`src/rtl/ex_mul_div_unit.sv`:
```
// EX-stage multi-cycle multiply/divide unit owning the HI/LO registers.
// Stalls IF/ID/EX while a multiply or restoring divide is in flight.
module ex_mul_div_unit #(
  parameter int unsigned MUL_LATENCY = 4,
  parameter int unsigned DIV_BITS    = 32
) (
  input  logic        clk,
  input  logic        reset,
  input  logic [31:0] exInstruction,
  input  logic [31:0] exReg1,
  input  logic [31:0] exReg2,
  input  logic        cancel,
  output logic        stall,
  output logic [31:0] hi,
  output logic [31:0] lo,
  output logic [31:0] mdResult
);

  localparam int unsigned CNT_MAX = (MUL_LATENCY > DIV_BITS) ? MUL_LATENCY : DIV_BITS;
  localparam int unsigned CNT_W   = $clog2(CNT_MAX + 1);

  localparam logic [1:0] S_IDLE = 2'd0;
  localparam logic [1:0] S_MUL  = 2'd1;
  localparam logic [1:0] S_DIV  = 2'd2;
  localparam logic [1:0] S_DONE = 2'd3;

  logic [1:0]       state, state_n;
  logic [CNT_W-1:0] counter, counter_n;
  logic [31:0]      hi_n, lo_n;
  logic [31:0]      op_a, op_a_n;   // multiplicand
  logic [31:0]      op_b, op_b_n;   // multiplier / |divisor|
  logic [31:0]      quo, quo_n;     // |dividend| shifting into quotient
  logic [31:0]      rem, rem_n;
  logic             md_signed, md_signed_n;
  logic             neg_q, neg_q_n;
  logic             neg_r, neg_r_n;

  logic is_mfhi, is_mthi, is_mflo, is_mtlo, is_mult, is_multu, is_div, is_divu, start;
  logic unused_bits;

  always_comb begin
    logic is_r;
    is_r     = exInstruction[31:26] == 6'h00;
    is_mfhi  = is_r && exInstruction[5:0] == 6'h10;
    is_mthi  = is_r && exInstruction[5:0] == 6'h11;
    is_mflo  = is_r && exInstruction[5:0] == 6'h12;
    is_mtlo  = is_r && exInstruction[5:0] == 6'h13;
    is_mult  = is_r && exInstruction[5:0] == 6'h18;
    is_multu = is_r && exInstruction[5:0] == 6'h19;
    is_div   = is_r && exInstruction[5:0] == 6'h1A;
    is_divu  = is_r && exInstruction[5:0] == 6'h1B;
    start    = is_mult || is_multu || is_div || is_divu;
  end

  assign unused_bits = ^exInstruction[25:6];

  assign stall = !reset && !cancel &&
                 ((state == S_IDLE && start) || state == S_MUL || state == S_DIV);

  assign mdResult = is_mfhi ? hi : (is_mflo ? lo : 32'h0);

  // Operand magnitudes for the signed divider; DIVU passes operands raw
  logic [31:0] abs_a, abs_b;
  assign abs_a = (is_div && exReg1[31]) ? (~exReg1 + 32'd1) : exReg1;
  assign abs_b = (is_div && exReg2[31]) ? (~exReg2 + 32'd1) : exReg2;

  // Low 64 bits of a 64x64 product are exact for both signed and unsigned operands
  logic [63:0] mul_a, mul_b, prod;
  assign mul_a = md_signed ? {{32{op_a[31]}}, op_a} : {32'h0, op_a};
  assign mul_b = md_signed ? {{32{op_b[31]}}, op_b} : {32'h0, op_b};
  assign prod  = mul_a * mul_b;

  // One restoring-division step
  logic [32:0] rem_sh;
  logic        fits;
  logic [31:0] rem_step, quo_step, q_final, r_final;
  assign rem_sh   = {rem, quo[31]};
  assign fits     = rem_sh >= {1'b0, op_b};
  assign rem_step = fits ? 32'(rem_sh - {1'b0, op_b}) : rem_sh[31:0];
  assign quo_step = {quo[30:0], fits};
  assign q_final  = neg_q ? (~quo_step + 32'd1) : quo_step;
  assign r_final  = neg_r ? (~rem_step + 32'd1) : rem_step;

  always_comb begin
    state_n     = state;
    counter_n   = counter;
    hi_n        = hi;
    lo_n        = lo;
    op_a_n      = op_a;
    op_b_n      = op_b;
    quo_n       = quo;
    rem_n       = rem;
    md_signed_n = md_signed;
    neg_q_n     = neg_q;
    neg_r_n     = neg_r;
    case (state)
      S_IDLE: begin
        if (!cancel) begin
          if (is_mult || is_multu) begin
            state_n     = S_MUL;
            op_a_n      = exReg1;
            op_b_n      = exReg2;
            md_signed_n = is_mult;
            counter_n   = CNT_W'(MUL_LATENCY - 1);
          end else if (is_div || is_divu) begin
            if (exReg2 == 32'h0) begin
              state_n = S_DONE;
              hi_n    = exReg1;
              lo_n    = 32'hFFFF_FFFF;
            end else begin
              state_n   = S_DIV;
              quo_n     = abs_a;
              op_b_n    = abs_b;
              rem_n     = 32'h0;
              neg_q_n   = is_div && (exReg1[31] ^ exReg2[31]);
              neg_r_n   = is_div && exReg1[31];
              counter_n = CNT_W'(DIV_BITS - 1);
            end
          end else if (is_mthi) begin
            hi_n = exReg1;
          end else if (is_mtlo) begin
            lo_n = exReg1;
          end
        end
      end
      S_MUL: begin
        if (cancel) begin
          state_n = S_IDLE;
        end else if (counter == '0) begin
          hi_n    = prod[63:32];
          lo_n    = prod[31:0];
          state_n = S_DONE;
        end else begin
          counter_n = counter - CNT_W'(1);
        end
      end
      S_DIV: begin
        if (cancel) begin
          state_n = S_IDLE;
        end else begin
          rem_n = rem_step;
          quo_n = quo_step;
          if (counter == '0) begin
            hi_n    = r_final;
            lo_n    = q_final;
            state_n = S_DONE;
          end else begin
            counter_n = counter - CNT_W'(1);
          end
        end
      end
      default: state_n = S_IDLE;
    endcase
  end

  always_ff @(negedge clk or posedge reset) begin
    if (reset) begin
      state     <= S_IDLE;
      counter   <= '0;
      hi        <= 32'h0;
      lo        <= 32'h0;
      op_a      <= 32'h0;
      op_b      <= 32'h0;
      quo       <= 32'h0;
      rem       <= 32'h0;
      md_signed <= 1'b0;
      neg_q     <= 1'b0;
      neg_r     <= 1'b0;
    end else begin
      state     <= state_n;
      counter   <= counter_n;
      hi        <= hi_n;
      lo        <= lo_n;
      op_a      <= op_a_n;
      op_b      <= op_b_n;
      quo       <= quo_n;
      rem       <= rem_n;
      md_signed <= md_signed_n;
      neg_q     <= neg_q_n;
      neg_r     <= neg_r_n;
    end
  end

endmodule

```
`config.mk`:
```
export PLATFORM = sky130hd
export DESIGN_NAME = ex_mul_div_unit
export DESIGN_NICKNAME = d
export VERILOG_FILES = /design/src/rtl/ex_mul_div_unit.sv
export SDC_FILE = /design/constraint.sdc
export NUM_CORES = 2
export LEC_CHECK = 0
export CORE_MARGIN = 2
export CORE_UTILIZATION = 29
export CTS_BUF_LIST = sky130_fd_sc_hd__clkbuf_4 sky130_fd_sc_hd__clkbuf_8
export CTS_CLUSTER_SIZE = 30
export DETAILED_ROUTE_END_ITERATION = 8
export DONT_BUFFER_PORTS = 1
export PLACE_DENSITY = 0.45
export SETUP_SLACK_MARGIN = 0.4
export SLEW_MARGIN = 20
export SYNTH_ARGS = -nofsm -noshare
export SYNTH_HDL_FRONTEND = slang
export SYNTH_SLANG_ARGS = --single-unit
```
`constraint.sdc`:
```
create_clock -name clk -period 10.4 [get_ports clk]
set_input_delay 0 -clock clk [delete_from_list [all_inputs] [get_ports clk]]
set_output_delay 0 -clock clk [all_outputs]
set_load 0.02 [all_outputs]
```
## After elaboration in Yosys (flattened, before gate mapping)

Index checks and enable logic that the tools add are counted.

- Register bits: 203
- Bits in latches: 0
- RAM bits: 0
- Memory bits (read-only): 0
- Input port bits: 99
- Word-level logic and storage cells: 153
- Memories: 0

- Add/sub/neg operators: 6
- Multiply operators: 1
- Div/mod/pow operators: 0
- $lt $le $gt $ge: 1
- Equality and inequality tests: 28
- Shift operators: 0
- Muxes and demuxes: 59
- Bitwise logic cells: 8
- Reduce and logical (&&, ||, !) cells: 39

Operators with widths:

| kind | number |
|---|---|
| $mux W32 | 39 |
| $pmux W32 S3 | 2 |
| $add A32 B1 Y32 const B | 4 |
| $mux W64 | 2 |
| $not A32 Y32 | 4 |
| $pmux W32 S2 | 2 |
| $mul A64 B64 Y64 | 1 |
| $eq A6 B5 Y1 const B | 8 |
| $mux W6 | 6 |
| $ge A33 B32 Y1 | 1 |
| $logic_not A32 Y1 | 1 |
| $sub A32 B32 Y32 | 1 |
| $ne A2 B2 Y1 const B | 8 |
| $ne A3 B2 Y1 const B | 5 |
| $logic_and A1 B1 Y1 | 14 |
| $logic_not A6 Y1 | 2 |
| $pmux W6 S2 | 1 |
| $reduce_and A6 Y1 | 2 |
| $mux W2 | 5 |
| $reduce_and A10 Y1 | 1 |
| $reduce_and A9 Y1 | 1 |
| $logic_or A1 B1 Y1 | 6 |
| $ne A2 B1 Y1 const B | 3 |
| $reduce_and A3 Y1 | 2 |
| other kinds (16) | 21 |

## Longest topological paths before layout

- Word-level depth: 9
- Gate-level depth with buffers: 36

==> qor.json <==
{
  "sta": {
    "rsz0062_at_grt": "no",
    "achievable-frequency_mhz": 104,
    "fin_crit_sh": 0.922,
    "worst_clock_skew_ns": 0.0269,
    "timing.final.setup_violations": 0,
    "max_slew.worst_pin.slew_ns": 1.08,
    "maxSlewHeadroom": 0.271,
    "hold_viol_final": 0,
    "finalWorstPathRequiredPeriod_ns": 9.59,
    "drv_slew": 0,
    "fin_tns_setup_ns": 0
  },
  "logic_synthesis": {
    "post_synth_inst_count": 6951,
    "synth_area_um2": 62900,
    "synth_top_cells_by_area": "sky130_fd_sc_hd__fa_1, sky130_fd_sc_hd__inv_1, sky130_fd_sc_hd__dfrtn_1",
    "synth-edff-count": 0,
    "leading_area_contributor_after_synthesis": "sky130_fd_sc_hd__fa_1",
    "net_count_after_synthesis": 8820,
    "synth-seq-area-share": 0.0808,
    "synth.top_cell.area_share": 0.452,
    "yosysWarningCount": 0,
    "synth.distinct_cells": 81,
    "post_synth.cell_area_avg_um2": 9.04,
    "synth_async_sr_flop_share": 1.00,
    "yosys_most_used_dff": "sky130_fd_sc_hd__dfrtn_1",
    "synth_seq_cells": 203
  },
  "final_layout": {
    "seq_area_um2": 5080,
    "fillCellCount": 22419,
    "final_cell_mix": "sky130_fd_sc_hd__inv_1, sky130_fd_sc_hd__fa_1, sky130_fd_sc_hd__nand2_1, sky130_fd_sc_hd__and2_1, sky130_fd_sc_hd__ha_1",
    "final_cells": 9722,
    "mostFrequentLayoutCell": "sky130_fd_sc_hd__inv_1",
    "post_route_cells_drive_above_1_share": 0.0570,
    "total_area_of_multi_input_combinational_cells_um2": 50500,
    "final_net_count": 8718,
    "flow.area_growth_from_synthesis_pct": 8.92
  },
  "floorplan": {
    "fp.dieW_um": 470,
    "num_io_pins": 196,
    "die_area_um2": 221000,
    "floorplan.core_area_um2": 215000,
    "die_h_um": 470,
    "initial_utilization": 0.292,
    "rows": 170
  },
  "critical_path": {
    "critical-path-top-cell-by-count": "sky130_fd_sc_hd__fa_1",
    "worst_r2r_path_depth": 28,
    "critical_path.max_fanout": 7,
    "register_to_register_path_setup_slack_ns": 0.81,
    "critical_path.slowest_cell": "sky130_fd_sc_hd__fa_2",
    "timing_worst_setup_path_type": "reg2reg",
    "crit-reg2reg-launch": "md_signed",
    "crit_required_ns": 15.98,
    "worst_setup_path_end_kind": "flop",
    "cp_num_buf_inv": 6,
    "r2r_end": "hi[19]",
    "cp.arrival_ns": 15.17,
    "slowest_delay_ns": 0.68,
    "timing.critical_path.max_delay_family": "adder cells",
    "critPathLaunchType": "flop"
  },
  "power_and_ir_drop": {
    "vdd.ir_drop.worst_mv": 0.221,
    "powerDensity_nw_per_um2": 91.2,
    "power_leakage_nw": 34.1
  },
  "route": {
    "drt-wirelength-per-cell_um": 23.0,
    "postRouteWirelength_um": 224000,
    "detail_route.drc_violations": 0,
    "drt.antenna.violating_nets": 0,
    "route.vias.total": 47207,
    "drtPass1Iterations": 5,
    "via_per_inst": 4.86,
    "drt_iter0_drc": 3197
  },
  "clocking": {
    "numCtsBuffers": 42,
    "tritoncts": "done",
    "total_number_of_h_tree_levels": 2,
    "clk_pin_slew_worst_paths_ns": 0.04,
    "cts_root_buffer": "sky130_fd_sc_hd__clkbuf_8",
    "cts.path.max_buffers": 3,
    "ctsHoldBuffers": 0,
    "numClockSinks": 203,
    "clk_latency_ns": 0.58
  },
  "grt": {
    "grt_start_max_net_pins": 156,
    "busiest_metal_layer_after_global_routing": "met2",
    "grt.overflow.total": 0,
    "use_met3": 0.0205,
    "grt_usage": 0.207,
    "globalRouteMet2Util": 0.339,
    "grt_pass1_wl_um": 341000,
    "gr-usage-met1": 0.293,
    "grt_antenna_before_repair": 13,
    "grt_pass1_vias": 51000
  },
  "hold_path": {
    "number_of_cells_on_the_worst_hold_path": 1,
    "timing.hold.worst_endpoint": "stall",
    "hold_start": "reset",
    "min_path_type": "in2out"
  },
  "place": {
    "port_buffers": 0,
    "dpl.cell_count": 9592,
    "place.detailed.hpwl_um": 182000,
    "gp_congestion": 0.917
  },
  "run_status": {
    "status": "completed"
  },
  "flow_run": {
    "maxCapViolations": 0
  }
}
## power by group
part	switching, W	internal (W)
clock network	0.000427	0.000528
logic	0.00242	0.00125
registers	0.000576	0.00105
total	0.00342	0.00282
## cells by family after synthesis
logic type / Yosys count / synth area share
buf+inv: 1965 / 0.118
simple gates: 1850 / 0.146
fa+ha+maj: 1772 / 0.522
compound gates: 822 / 0.0838
xor+xnor: 245 / 0.0341
flops: 203 / 0.0808
mux: 94 / 0.0157
## timing repair
item | CTS | global route
endpoints found under the setup margin | 2 | 23
buffers inserted | 4 | 47
resized for setup | 1 | 16
pin swaps | 0 | 1
gates cloned | 0 | 0
## Yosys cell counts (16+ instances only)
library cell	instances
sky130_fd_sc_hd__inv_1	1590
sky130_fd_sc_hd__fa_1	1420
sky130_fd_sc_hd__nand2_1	774
sky130_fd_sc_hd__and2_1	582
sky130_fd_sc_hd__ha_1	350
sky130_fd_sc_hd__clkbuf_1	344
sky130_fd_sc_hd__o21ai_0	260
sky130_fd_sc_hd__dfrtn_1	203
sky130_fd_sc_hd__nor2_1	202
sky130_fd_sc_hd__a21oi_1	187
sky130_fd_sc_hd__xnor2_1	149
sky130_fd_sc_hd__xor2_1	96
sky130_fd_sc_hd__a21o_1	64
sky130_fd_sc_hd__o31ai_1	64
sky130_fd_sc_hd__mux2i_1	58
sky130_fd_sc_hd__nor3_1	45
sky130_fd_sc_hd__mux2_2	36
sky130_fd_sc_hd__nand3_1	35
sky130_fd_sc_hd__and3_1	32
sky130_fd_sc_hd__a221oi_1	30
sky130_fd_sc_hd__o21a_1	27
sky130_fd_sc_hd__or3_1	27
sky130_fd_sc_hd__nand2b_1	25
sky130_fd_sc_hd__nor4_1	24
sky130_fd_sc_hd__nand4_1	23
sky130_fd_sc_hd__a31oi_1	21
sky130_fd_sc_hd__a211oi_1	17
sky130_fd_sc_hd__a221o_1	17
sky130_fd_sc_hd__buf_1	16
## layout make-up
type | count | area share
timing repair buffer | 227 | 0.0361
antenna | 3 | 0.000110
clock inverter | 9 | 0.00119
clock buffer | 67 | 0.0120
multi-input combinational | 4783 | 0.737
inverter | 1592 | 0.0873
tap | 2838 | 0.0519
sequential | 203 | 0.0742
## state kept, by name (all words and copies together) (netlist names)
signal     flops
counter        6
hi            32
lo            32
md_signed      1
neg_q          1
neg_r          1
op_a          32
op_b          32
quo           32
rem           32
state          2
## through the flow
| step | setup slack [ns] | hold WS, ns | total power (W) | utilization | area (um^2) |
|---|---|---|---|---|---|
| 6_report | 0.814 | 0.0868 | 0.00625 | 0.318 | 68500 |
| 2_1_floorplan | 0.892 | 0.0831 | 0.00387 | - | 62900 |
| 4_1_cts | 0.437 | 0.0887 | 0.00620 | 0.315 | 67800 |
| 5_1_grt | 0.408 | 0.0884 | 0.00662 | 0.318 | 68500 |
| 3_5_place_dp | 0.376 | 0.0888 | 0.00522 | 0.311 | 66800 |
| 3_3_place_gp | 0.349 | 0.0891 | 0.00520 | 0.311 | 66800 |
## layer usage
layer  wire length (um)  vias to the layer above
met5                  0                        -
met4               6310                        0
met3              11200                      207
met2             105000                     1208
met1             101000                    25006
li1                   -                    20786
## how the worst max path moves through the flow
| stage | depth (start not counted) | endpoint | slack [ns] | start |
|---|---|---|---|---|
| after floorplan | 30 | hi[30] | 0.89 | op_a[31] |
| after global placement | 28 | hi[29] | 0.35 | op_b[8] |
| after detailed placement | 28 | hi[29] | 0.38 | op_b[8] |
| after CTS | 29 | hi[13] | 0.44 | op_b[8] |
| after global routing | 30 | hi[17] | 0.41 | op_b[13] |
| final | 28 | hi[19] | 0.81 | md_signed |
No activity file was read; power rests on OpenSTA's default activity.
